==> src/rtl/onehot_pkg.sv <==
// onehot_pkg: shared definitions for the one-hot stream decoder.
//   buf_state_t      - occupancy state of the 2-entry skid buffer
//   MAX_WIDTH        - widest one-hot vector the helpers can build
//   pos_to_onehot()  - position code to one-hot vector
//                      (returns MAX_WIDTH bits; callers size-cast to WIDTH)
//   pos_out_of_range() - true for a real (non-none) code at or above width
package onehot_pkg;

  typedef enum logic [1:0] {
    EMPTY = 2'd0,
    ONE   = 2'd1,
    FULL  = 2'd2
  } buf_state_t;

  localparam int unsigned MAX_WIDTH = 64;

  // Codes at or above width decode to all-zero rather than wrapping.
  function automatic logic [MAX_WIDTH-1:0] pos_to_onehot(input int unsigned pos,
                                                         input logic        none,
                                                         input int unsigned width);
    logic [MAX_WIDTH-1:0] vec;
    vec = '0;
    if (!none && (pos < width) && (pos < MAX_WIDTH)) begin
      vec = {{(MAX_WIDTH-1){1'b0}}, 1'b1} << pos;
    end
    return vec;
  endfunction

  function automatic logic pos_out_of_range(input int unsigned pos,
                                            input logic        none,
                                            input int unsigned width);
    return !none && (pos >= width);
  endfunction

endpackage

==> src/rtl/onehot_skid_buf.sv <==
// onehot_skid_buf: 2-entry valid/ready skid buffer with registered outputs.
// Ports:
//   clk, reset            - clock, asynchronous active-high reset
//   in_valid/in_ready     - upstream handshake (in_ready is a register)
//   in_data [WIDTH]       - beat to store
//   out_valid/out_ready   - downstream handshake
//   out_data [WIDTH]      - main register contents
module onehot_skid_buf
  import onehot_pkg::*;
#(
  parameter int unsigned WIDTH = 4
) (
  input  logic             clk,
  input  logic             reset,
  input  logic             in_valid,
  output logic             in_ready,
  input  logic [WIDTH-1:0] in_data,
  output logic             out_valid,
  input  logic             out_ready,
  output logic [WIDTH-1:0] out_data
);

  buf_state_t       state;
  logic [WIDTH-1:0] skid_data;
  logic             accept;
  logic             emit;

  assign accept = in_valid && in_ready;
  assign emit   = out_valid && out_ready;

  // in_ready is computed from the next state so it never depends
  // combinationally on out_ready; it defaults to 1 and is pulled low only
  // when the buffer is (or becomes) FULL. It resets to 0 so the upstream
  // sees no ready while reset is held.
  always_ff @(posedge clk or posedge reset) begin
    if (reset) begin
      state     <= EMPTY;
      in_ready  <= 1'b0;
      out_valid <= 1'b0;
      out_data  <= '0;
      skid_data <= '0;
    end else begin
      in_ready <= 1'b1;
      case (state)
        EMPTY: begin
          if (accept) begin
            out_data  <= in_data;
            out_valid <= 1'b1;
            state     <= ONE;
          end
        end
        ONE: begin
          if (accept && emit) begin
            out_data <= in_data;
          end else if (accept) begin
            skid_data <= in_data;
            in_ready  <= 1'b0;
            state     <= FULL;
          end else if (emit) begin
            out_valid <= 1'b0;
            state     <= EMPTY;
          end
        end
        FULL: begin
          if (emit) begin
            out_data <= skid_data;
            state    <= ONE;
          end else begin
            in_ready <= 1'b0;
          end
        end
        default: begin
          out_valid <= 1'b0;
          state     <= EMPTY;
        end
      endcase
    end
  end

endmodule

==> src/rtl/onehot_stream_decoder.sv <==
// onehot_stream_decoder: streaming position-code to one-hot decoder.
// Optional feature macro: ONEHOT_STREAM_DECODER_ERR_EN (sticky err flag for
// out-of-range codes); when undefined err is tied to 0.
// Ports:
//   clk, reset            - clock, asynchronous active-high reset
//   in_valid/in_ready     - input handshake (in_ready registered)
//   in_pos [POS_W]        - bit position to set
//   in_none               - emit an all-zero vector, ignore in_pos
//   out_valid/out_ready   - output handshake
//   out_onehot [WIDTH]    - decoded vector
//   err                   - sticky out-of-range flag
module onehot_stream_decoder
  import onehot_pkg::*;
#(
  parameter int unsigned WIDTH = 4,
  parameter int unsigned POS_W = $clog2(WIDTH)
) (
  input  logic             clk,
  input  logic             reset,
  input  logic             in_valid,
  output logic             in_ready,
  input  logic [POS_W-1:0] in_pos,
  input  logic             in_none,
  output logic             out_valid,
  input  logic             out_ready,
  output logic [WIDTH-1:0] out_onehot,
  output logic             err
);

  logic [WIDTH-1:0] decoded;

  assign decoded = WIDTH'(pos_to_onehot(32'(in_pos), in_none, WIDTH));

  onehot_skid_buf #(
    .WIDTH(WIDTH)
  ) u_skid (
    .clk      (clk),
    .reset    (reset),
    .in_valid (in_valid),
    .in_ready (in_ready),
    .in_data  (decoded),
    .out_valid(out_valid),
    .out_ready(out_ready),
    .out_data (out_onehot)
  );

`ifdef ONEHOT_STREAM_DECODER_ERR_EN
  logic err_q;

  // Sticky: any accepted out-of-range code latches err until reset.
  always_ff @(posedge clk or posedge reset) begin
    if (reset) begin
      err_q <= 1'b0;
    end else if (in_valid && in_ready && pos_out_of_range(32'(in_pos), in_none, WIDTH)) begin
      err_q <= 1'b1;
    end
  end

  assign err = err_q;
`else
  assign err = 1'b0;
`endif

endmodule

==> config.mk <==
export PLATFORM = sky130hd
export DESIGN_NAME = onehot_stream_decoder
export DESIGN_NICKNAME = d
export VERILOG_FILES = /design/src/rtl/onehot_pkg.sv /design/src/rtl/onehot_skid_buf.sv /design/src/rtl/onehot_stream_decoder.sv
export SDC_FILE = /design/constraint.sdc
export NUM_CORES = 1
export LEC_CHECK = 0
export CAP_MARGIN = 20
export CORE_AREA = 2 2 40 42
export DETAILED_ROUTE_END_ITERATION = 7
export DIE_AREA = 0 0 42 44
export PLACE_DENSITY = 0.76
export SETUP_SLACK_MARGIN = 0.5
export SYNTH_ARGS = -nofsm -noshare
export SYNTH_HDL_FRONTEND = slang
export SYNTH_SLANG_ARGS = --single-unit
==> constraint.sdc <==
create_clock -name clk -period 3.7 [get_ports clk]
set_input_delay 0.74 -clock clk [delete_from_list [all_inputs] [get_ports clk]]
set_output_delay 0.74 -clock clk [all_outputs]
set_load 0.05 [all_outputs]
# Yosys cells after proc, flatten, opt, wreduce, memory -nomap -nowiden
# Cells that the tools add are included.
# W data, S select, Z words.
[word_totals] regBits=12 inputBits=7
[op_classes] eq_ne=9 shift=1 muxes=20 n_bitwise=2 n_reduce_logical=9
[op_table] cell="$mux W4" count=4
[op_table] cell="$pmux W4 S3" count=1
[op_table] cell="$mux W2" count=5
[op_table] cell="$ne A2 B1 Y1 const B" count=4
[op_table] cell="$reduce_and A4 Y1" count=2
[op_table] cell="$mux W1" count=7
[op_table] cell="$pmux W2 S3" count=1
[op_table] cell="$reduce_and A5 Y1" count=1
[op_table] cell="$ne A2 B2 Y1 const B" count=2
[op_table] cell="$shl A1 B2 Y4 const A" count=1
[op_table] cell="$logic_and A1 B1 Y1" count=3
[op_table] cell="$ne A3 B1 Y1 const B" count=1
[op_table] cell="$pmux W1 S3" count=1
[op_table] cell="$reduce_and A3 Y1" count=1
[op_table] cell="$reduce_bool A3 Y1" count=1
[op_table] cell="$eq A2 B1 Y1 const B" count=1
[op_table] cell="$eq A2 B2 Y1 const B" count=1
[op_table] cell="$logic_not A2 Y1" count=1
[op_table] cell="$not A1 Y1" count=2
[op_table] cell="$pmux W1 S2" count=1

# Longest topological paths before layout
# Gate-level depths: netlist of run 1.
[logic_depth] ltp_word=5 mapped_depth=6 ltp_nobuf=5

# By module
# Synthesis of run 1 repeated with hierarchy kept, for this count alone.
[unflattened] hier_cells=61 area_unflattened_um2=740.7
[by_module_without_submodules] mod="onehot_skid_buf" instances=1 cells_per_inst=55 area_each_um2=699.4 seq_area_each_um2=300.3
[by_module_without_submodules] mod="onehot_stream_decoder" instances=1 cells_per_inst=6 area_each_um2=41.3 seq_area_each_um2=0.0

# Worst setup path before layout of run 1
# No wires, ideal clock.
[synth_path] kind="input-to-reg" start="input in_valid" end="register u_skid.out_data[0]" setup_ns=0.125 arrival_ns=1.871 path_slack_ns=1.703 path_stages=5 n_path_buf=1 path_cell_list="nand2_2 > a22o_1 > or3b_1 > buf_2 > mux2_4"
[synth_via] elab_chain_len=4
[synth_rtl] item="from (decl)" line="onehot_stream_decoder.sv:20" text="input logic in_valid,"
[synth_rtl] item="$logic_and A1 B1 Y1 *" line="onehot_skid_buf.sv:28" text="assign accept = in_valid && in_ready;"
[synth_rtl] item="$logic_and A1 B1 Y1" line="onehot_skid_buf.sv:53" text="if (accept && emit) begin"
[synth_rtl] item="$ne A2 B1 Y1 (no source line)"
[synth_rtl] item="$reduce_and A4 Y1 (no source line) *"
[synth_rtl] item="to (signal assigned)" line="onehot_skid_buf.sv:47" text="out_data <= in_data;"
[synth_rtl] item="to (signal assigned)" line="onehot_skid_buf.sv:54" text="out_data <= in_data;"
[synth_rtl] item="to (signal assigned)" line="onehot_skid_buf.sv:66" text="out_data <= skid_data;"
[synth_rtl] item="to (decl)" line="onehot_skid_buf.sv:20" text="output logic [WIDTH-1:0] out_data"
# Mark *: on every way between the ends. The rest lies on a longest branch, timed or not.
# A chain may end at the register's enable or synchronous reset.

# Worst setup path after layout of run 1
[layout_path] start="register u_skid.out_valid" end="output out_valid"
[layout_lines] item="from (decl)" line="onehot_skid_buf.sv:18" text="output logic out_valid,"
[layout_lines] item="from (signal assigned)" line="onehot_skid_buf.sv:39" text="out_valid <= 1'b0;"
[layout_lines] item="from (signal assigned)" line="onehot_skid_buf.sv:48" text="out_valid <= 1'b1;"
[layout_lines] item="from (signal assigned)" line="onehot_skid_buf.sv:60" text="out_valid <= 1'b0;"
[layout_lines] item="to (decl)" line="onehot_stream_decoder.sv:24" text="output logic out_valid,"
# No word-level cell between the ends.

==> impl_metrics.py, run 1 <==
metrics = {
    "pwr": {
        "vdd_drop_max_mv": 0.4936,
        "p_leak_nw": 0.3755,
        "finalPower_mw": 0.6975,
        "power_frac_clock_pct": 11.5,
        "p_switching_mw": 0.3034,
        "p_sw_share_pct": 43.50,
        "powerDensity_mw_per_mm2": 843.4,
        "power_frac_seq_pct": 32.6,
        "p_int_mw": 0.3941,
        "comb_power_share_pct": 55.9,
    },
    "clock_network": {
        "cts_made_buffers": 3,
        "cts_setup_buffers": 0,
        "cts_tree": "yes",
        "ctsResizeCount": 0,
        "cts_root_buffer": "clkbuf_4",
        "insertion_delay_ns": 0.27,
        "hold_buffers": 0,
        "cts.sinks": 12,
        "clockBufferDepth": 2,
        "htreeDepth": 1,
        "clkTransAtPathRegs_ns": 0.07,
    },
    "sta": {
        "hold_violations": 0,
        "fin_crit_ns": 2.260,
        "final.setup.worst_slack_ns": 1.440,
        "hold_slack_ns": 0.4785,
        "worst_slew_pin_slew_ns": 0.5003,
        "setup_violations": 0,
        "rsz0062_at_grt": "no",
        "period_share_pct": 61.08,
        "skew_ns": 0.0003602,
        "report.final.slew_viol_count": 0,
        "max_freq_mhz": 442.5,
        "max_slew_margin_pct": 66.54,
        "fin_tns_setup_ns": 0,
    },
    "floorplan": {
        "start_util_pct": 47.97,
        "die_area_mm2": 0.001848,
        "core_area_mm2": 0.001419,
        "die_w_um": 42,
        "num_rows": 14,
        "ios": 14,
        "die_h_um": 44,
    },
    "synth": {
        "yosysMostFrequentCell": "dfrtp_1",
        "synthCells": 65,
        "synth_ff_type": "dfrtp_1",
        "synth-edff-count": 0,
        "yosys.area.top_type": "dfrtp_1",
        "yosysWarnings": 0,
        "ys_ff_latch": 12,
        "synthArstFlopShare_pct": 100.0,
        "yosysTopAreaCellShare_pct": 44.12,
        "syn_avg_cell_area_um2": 10.47,
        "synth_area_leaders": "dfrtp_1 (44%), ha_1 (7.4%), mux2_4 (6.6%), mux2i_1 (4.4%), o21ai_0 (4.4%)",
        "yosys.cell_types.count": 29,
        "syn_area_um2": 680.7,
        "yosys-top-cells-count": "dfrtp_1 (12), nand2_1 (7), o21ai_0 (6)",
        "ys_seq_area_share_pct": 44.12,
        "synth_fp_nets": 76,
    },
    "setup_path": {
        "cp.required_ns": 2.96,
        "cp_max_fo": 5,
        "cp-start-kind": "flop",
        "crit_slowest_cell": "clkdlybuf4s50_1",
        "path_depth": 1,
        "path_class": "reg2out",
        "crit_chain": "clkdlybuf4s50_1",
        "endpoint_kind": "output pin",
        "critPathTopFamily": "buffers and inverters",
        "ff2ff_path_depth": 5,
        "slowest_delay_ns": 0.83,
        "critPathArrivalTime_ns": 1.52,
        "cp_num_buf_inv": 1,
    },
    "hold_path": {
        "min_path_type": "reg2reg",
        "hold_depth": 2,
    },
    "place": {
        "preCtsSetupSlack_ns": 1.152,
        "place_congestion": 0.7332,
        "hpwl_um": 841.1,
        "io_buffers": 12,
    },
    "grt": {
        "first_global_vias": 466,
        "busiest_layer": "met2",
        "grt_use_total_pct": 15.19,
        "antenna_found_initial": 0,
        "grt_first_pass_wirelength_mm": 2.049,
        "use_met3_pct": 4.167,
        "grt_max_degree": 14,
        "grt_util_met2_pct": 22.81,
        "grt_remaining_overflow": 0,
        "grt_util_met1_pct": 19.41,
    },
    "detailed_routing": {
        "drcViolationCount": 0,
        "antenna_left": 0,
        "wirelength_mm": 1.136,
        "via_per_inst": 5.505,
        "wl_per_cell_um": 12.22,
        "drt_iter0_drc": 9,
        "num_vias": 512,
        "drtPass1Iterations": 4,
    },
    "cells_and_area": {
        "nets": 90,
        "fillers": 134,
        "utilization_pct": 58.29,
        "num_antenna_cells": 0,
        "drive_above_1_share_pct": 11.69,
        "area_growth_pct": 21.51,
    },
    "status": {
        "status": "completed",
    },
    "job": {
        "max_cap_viol_count": 0,
    },
}
-- cell type report --
| class | count | area (um^2) | area share [%] |
|---|---|---|---|
| well taps | 16 | 20.02 | 2.421 |
| flip-flops and latches | 12 | 300.3 | 36.31 |
| clock buffers | 3 | 22.52 | 2.723 |
| multi-input cells | 46 | 349.1 | 42.21 |
| repair buffers | 12 | 120.1 | 14.52 |
| inverters | 4 | 15.01 | 1.815 |
-- final timing paths --
kind,from,to,slack (ns)
max in group asynchronous,reset,u_skid.out_data[2],2.62
setup / recovery,u_skid.out_valid,out_valid,1.44
hold / removal,u_skid.skid_data[0],u_skid.skid_data[0],0.48
setup reg to reg,u_skid.state[0],u_skid.out_data[3],1.68
hold reg to reg,u_skid.skid_data[0],u_skid.skid_data[0],0.48
min in group asynchronous,reset,u_skid.out_data[3],0.77
-- sequential cells by signal, summed over array words and instances (netlist names) --
register          cells
u_skid.out_data       4
u_skid.skid_data      4
u_skid.state          2
u_skid.in_ready       1
u_skid.out_valid      1
-- cells by family after synthesis --
logic type,Yosys count,synth area share (%)
AO/OA/AOI/OAI,17,16.73
AND/OR/NAND/NOR,16,12.68
buffers and inverters,7,4.594
adder cells (fa/ha/maj),4,7.353
flip-flops,12,44.12
XOR/XNOR,1,1.287
other,1,0.5509
multiplexers,7,12.68
-- cells in the final DEF (no fill, tap or decap), types with 2 or more instances in the layout --
cell             count
ha_1                 4
nand2_1              7
a21oi_1              2
o41ai_1              2
inv_1                4
dfrtp_1             12
clkbuf_4             3
mux2_4               3
o21ai_0              6
clkdlybuf4s50_1     12
mux2i_1              3
nand2_2              2
a22o_1               2
-- per-stage QoR --
stage | instances | cell area, um^2
after floorplan | 65 | 680.7
after global placement | 90 | 804.5
after detailed placement | 90 | 804.5
after CTS | 93 | 827.0
after global routing | 93 | 827.0
final | 93 | 827.0
-- power groups by stage --
stage / sequential (mW) / clock, mW / combinational [mW]
after detailed placement: 0.231 / 0 / 0.390
after global placement: 0.229 / 0 / 0.383
final: 0.228 / 0.0800 / 0.390
after global routing: 0.237 / 0.0873 / 0.427
after CTS: 0.229 / 0.0809 / 0.391
after floorplan: 0.317 / 0 / 0.212
-- metal layers --
layer,part of all wire [%],vias up
met5,0,-
met4,2.0,0
met3,4.8,4
met2,45,16
met1,48,236
li1,-,256
(Power assumes the default switching activity.)
==> run 2: changes to the inputs <==
--- a/config.mk
+++ b/config.mk
@@ -6,10 +6,10 @@
 export NUM_CORES = 1
 export LEC_CHECK = 0
 export CAP_MARGIN = 20
-export CORE_AREA = 2 2 40 42
+export CORE_AREA = 2 2 43 45
 export DETAILED_ROUTE_END_ITERATION = 7
-export DIE_AREA = 0 0 42 44
-export PLACE_DENSITY = 0.76
+export DIE_AREA = 0 0 45 47
+export PLACE_DENSITY = 0.69
 export SETUP_SLACK_MARGIN = 0.5
 export SYNTH_ARGS = -nofsm -noshare
 export SYNTH_HDL_FRONTEND = slang
==> constraint.sdc (replaced) <==
create_clock -name clk -period 2 [get_ports clk]
set_input_delay 0.4 -clock clk [delete_from_list [all_inputs] [get_ports clk]]
set_output_delay 0.4 -clock clk [all_outputs]
set_load 0.05 [all_outputs]
==> impl_metrics.py, run 2 (synthesis results as in run 1) <==
metrics = {
    "detailed_routing": {
        "wl_per_cell_um": 13.45,
        "via_per_inst": 5.396,
        "wirelength_mm": 1.493,
        "drtPass1Iterations": 4,
        "num_vias": 599,
        "drcViolationCount": 0,
        "drt_iter0_drc": 12,
        "antenna_left": 0,
    },
    "pwr": {
        "comb_power_share_pct": 63.8,
        "p_leak_nw": 0.4763,
        "vdd_drop_max_mv": 0.8094,
        "p_int_mw": 0.9498,
        "power_frac_clock_pct": 10.1,
        "power_frac_seq_pct": 26.1,
        "p_switching_mw": 0.6931,
        "p_sw_share_pct": 42.19,
        "powerDensity_mw_per_mm2": 1601,
    },
    "cells_and_area": {
        "area_growth_pct": 50.73,
        "final_cell_mix": "buf_4 (14), dfrtp_1 (10), nand2_1 (7)",
        "num_antenna_cells": 0,
        "nets": 106,
        "final_common_cell": "buf_4",
        "reg_top3": "u_skid.out_data (4), u_skid.skid_data (4), u_skid.state (2)",
        "drive_above_1_share_pct": 46.81,
        "fillers": 134,
        "fin_area_mm2": 0.001026,
    },
    "setup_path": {
        "ff2ff_path_depth": 5,
        "reg2reg_slack_ns": 0.29,
        "cp_num_buf_inv": 1,
        "cp.required_ns": 2.17,
        "critPathArrivalTime_ns": 1.87,
        "critPathTopFamily": "simple AND/OR/NAND/NOR gates",
        "r2r-end": "u_skid.out_data[3]",
        "cp-start-kind": "flop",
        "crit_slowest_cell": "or3b_4",
        "slowest_delay_ns": 0.42,
        "worstReg2RegStart": "u_skid.state[1]",
        "cp_max_fo": 4,
        "path_class": "reg2reg",
        "endpoint_kind": "flop",
        "crit_chain": "inv_2, ha_4, a22o_1, or3b_4, mux2_4",
    },
    "clock_network": {
        "cts_tree": "yes",
        "cts_made_buffers": 3,
        "clockBufferDepth": 2,
        "insertion_delay_ns": 0.29,
        "cts_root_buffer": "clkbuf_4",
        "cts.sinks": 12,
        "htreeDepth": 1,
        "clkTransAtPathRegs_ns": 0.08,
    },
    "sta": {
        "skew_ns": 0.01161,
        "setup_violations": 0,
        "hold_slack_ns": 0.4068,
        "fin_crit_ns": 1.706,
        "period_share_pct": 85.28,
        "rsz0062_at_grt": "yes",
        "hold_violations": 0,
        "final.setup.worst_slack_ns": 0.2944,
        "report.final.slew_viol_count": 0,
        "max_freq_mhz": 586.3,
    },
    "floorplan": {
        "ios": 14,
        "num_rows": 15,
        "die_area_mm2": 0.002115,
        "die_h_um": 47,
        "die_w_um": 45,
        "start_util_pct": 41.21,
        "core_area_mm2": 0.001652,
    },
    "grt": {
        "grt_remaining_overflow": 0,
        "grt_first_pass_wirelength_mm": 2.525,
        "grt_use_total_pct": 17.30,
        "first_global_vias": 585,
        "grt_max_degree": 13,
        "antenna_found_initial": 0,
    },
    "place": {
        "preCtsSetupSlack_ns": -0.1235,
        "io_buffers": 12,
        "placed_area_um2": 883.3,
        "hpwl_mm": 1.006,
        "place_congestion": 0.8023,
    },
    "hold_path": {
        "min_path_type": "in2async",
    },
    "status": {
        "status": "completed",
    },
    "job": {
        "max_cap_viol_count": 0,
    },
}
[run 2: cell types whose count changed in the layout (fill, tap and decap cells not counted), moves of 3 or more]
cell,previous run,this run
ha_1,4,1
o21ai_0,6,3
clkdlybuf4s50_1,12,4
buf_4,0,14
clkdlybuf4s15_2,0,4
[run 2: repair_timing]
| item | in CTS | in global routing |
|---|---|---|
| resized for setup | 29 | 12 |
| endpoints found under the hold margin | 0 | 0 |
| buffers inserted | 7 | 0 |
| endpoints found under the setup margin | 14 | 13 |
| pin swaps | 4 | 2 |
| gates cloned | 0 | 0 |
| hold buffers | 0 | 0 |
[run 2: worst max path at each step]
stage | startpoint | endpoint | slack (ns) | depth (start not counted)
6_report | u_skid.state[1] | u_skid.out_data[3] | 0.29 | 5
5_1_grt | u_skid.state[1] | u_skid.out_data[3] | 0.25 | 5
4_1_cts | u_skid.state[1] | u_skid.out_data[3] | 0.28 | 5
3_5_place_dp | in_valid | u_skid.out_data[0] | -0.12 | 5
3_3_place_gp | in_valid | u_skid.out_data[0] | -0.09 | 5
2_1_floorplan | u_skid.in_ready | u_skid.out_data[0] | 0.24 | 5
[run 2: final cells by class]
cell class | instances | area, um^2 | area share [%]
Timing Repair Buffer | 28 | 240.2 | 23.41
Clock buffer | 4 | 26.28 | 2.561
Inverter | 4 | 15.01 | 1.463
Sequential cell | 12 | 302.8 | 29.51
Multi-Input combinational cell | 46 | 420.4 | 40.98
Tap cell | 17 | 21.27 | 2.073
[run 2: stage by stage]
stage	utilization (%)	instances	power, mW	setup TNS (ns)
after floorplan	-	65	1.014	0
after global placement	53.48	100	1.243	-0.3245
after detailed placement	53.48	100	1.262	-0.4378
after CTS	61.21	111	1.594	0
after global routing	62.12	111	1.751	0
final	62.12	111	1.643	0
[run 2: power groups by stage]
stage | clock network (mW) | registers (mW) | logic (mW)
global placement | 0 | 0.431 | 0.813
detailed placement | 0 | 0.437 | 0.825
global route | 0.177 | 0.444 | 1.13
CTS | 0.168 | 0.429 | 0.996
finish | 0.166 | 0.429 | 1.05
floorplan | 0 | 0.593 | 0.421
[run 2: metal layers]
metal  global-route usage, %  wire [um]
met1                   20.38        665
met2                   28.29        730
met3                   4.615         59
met4                   10.59         36
met5                       0          0
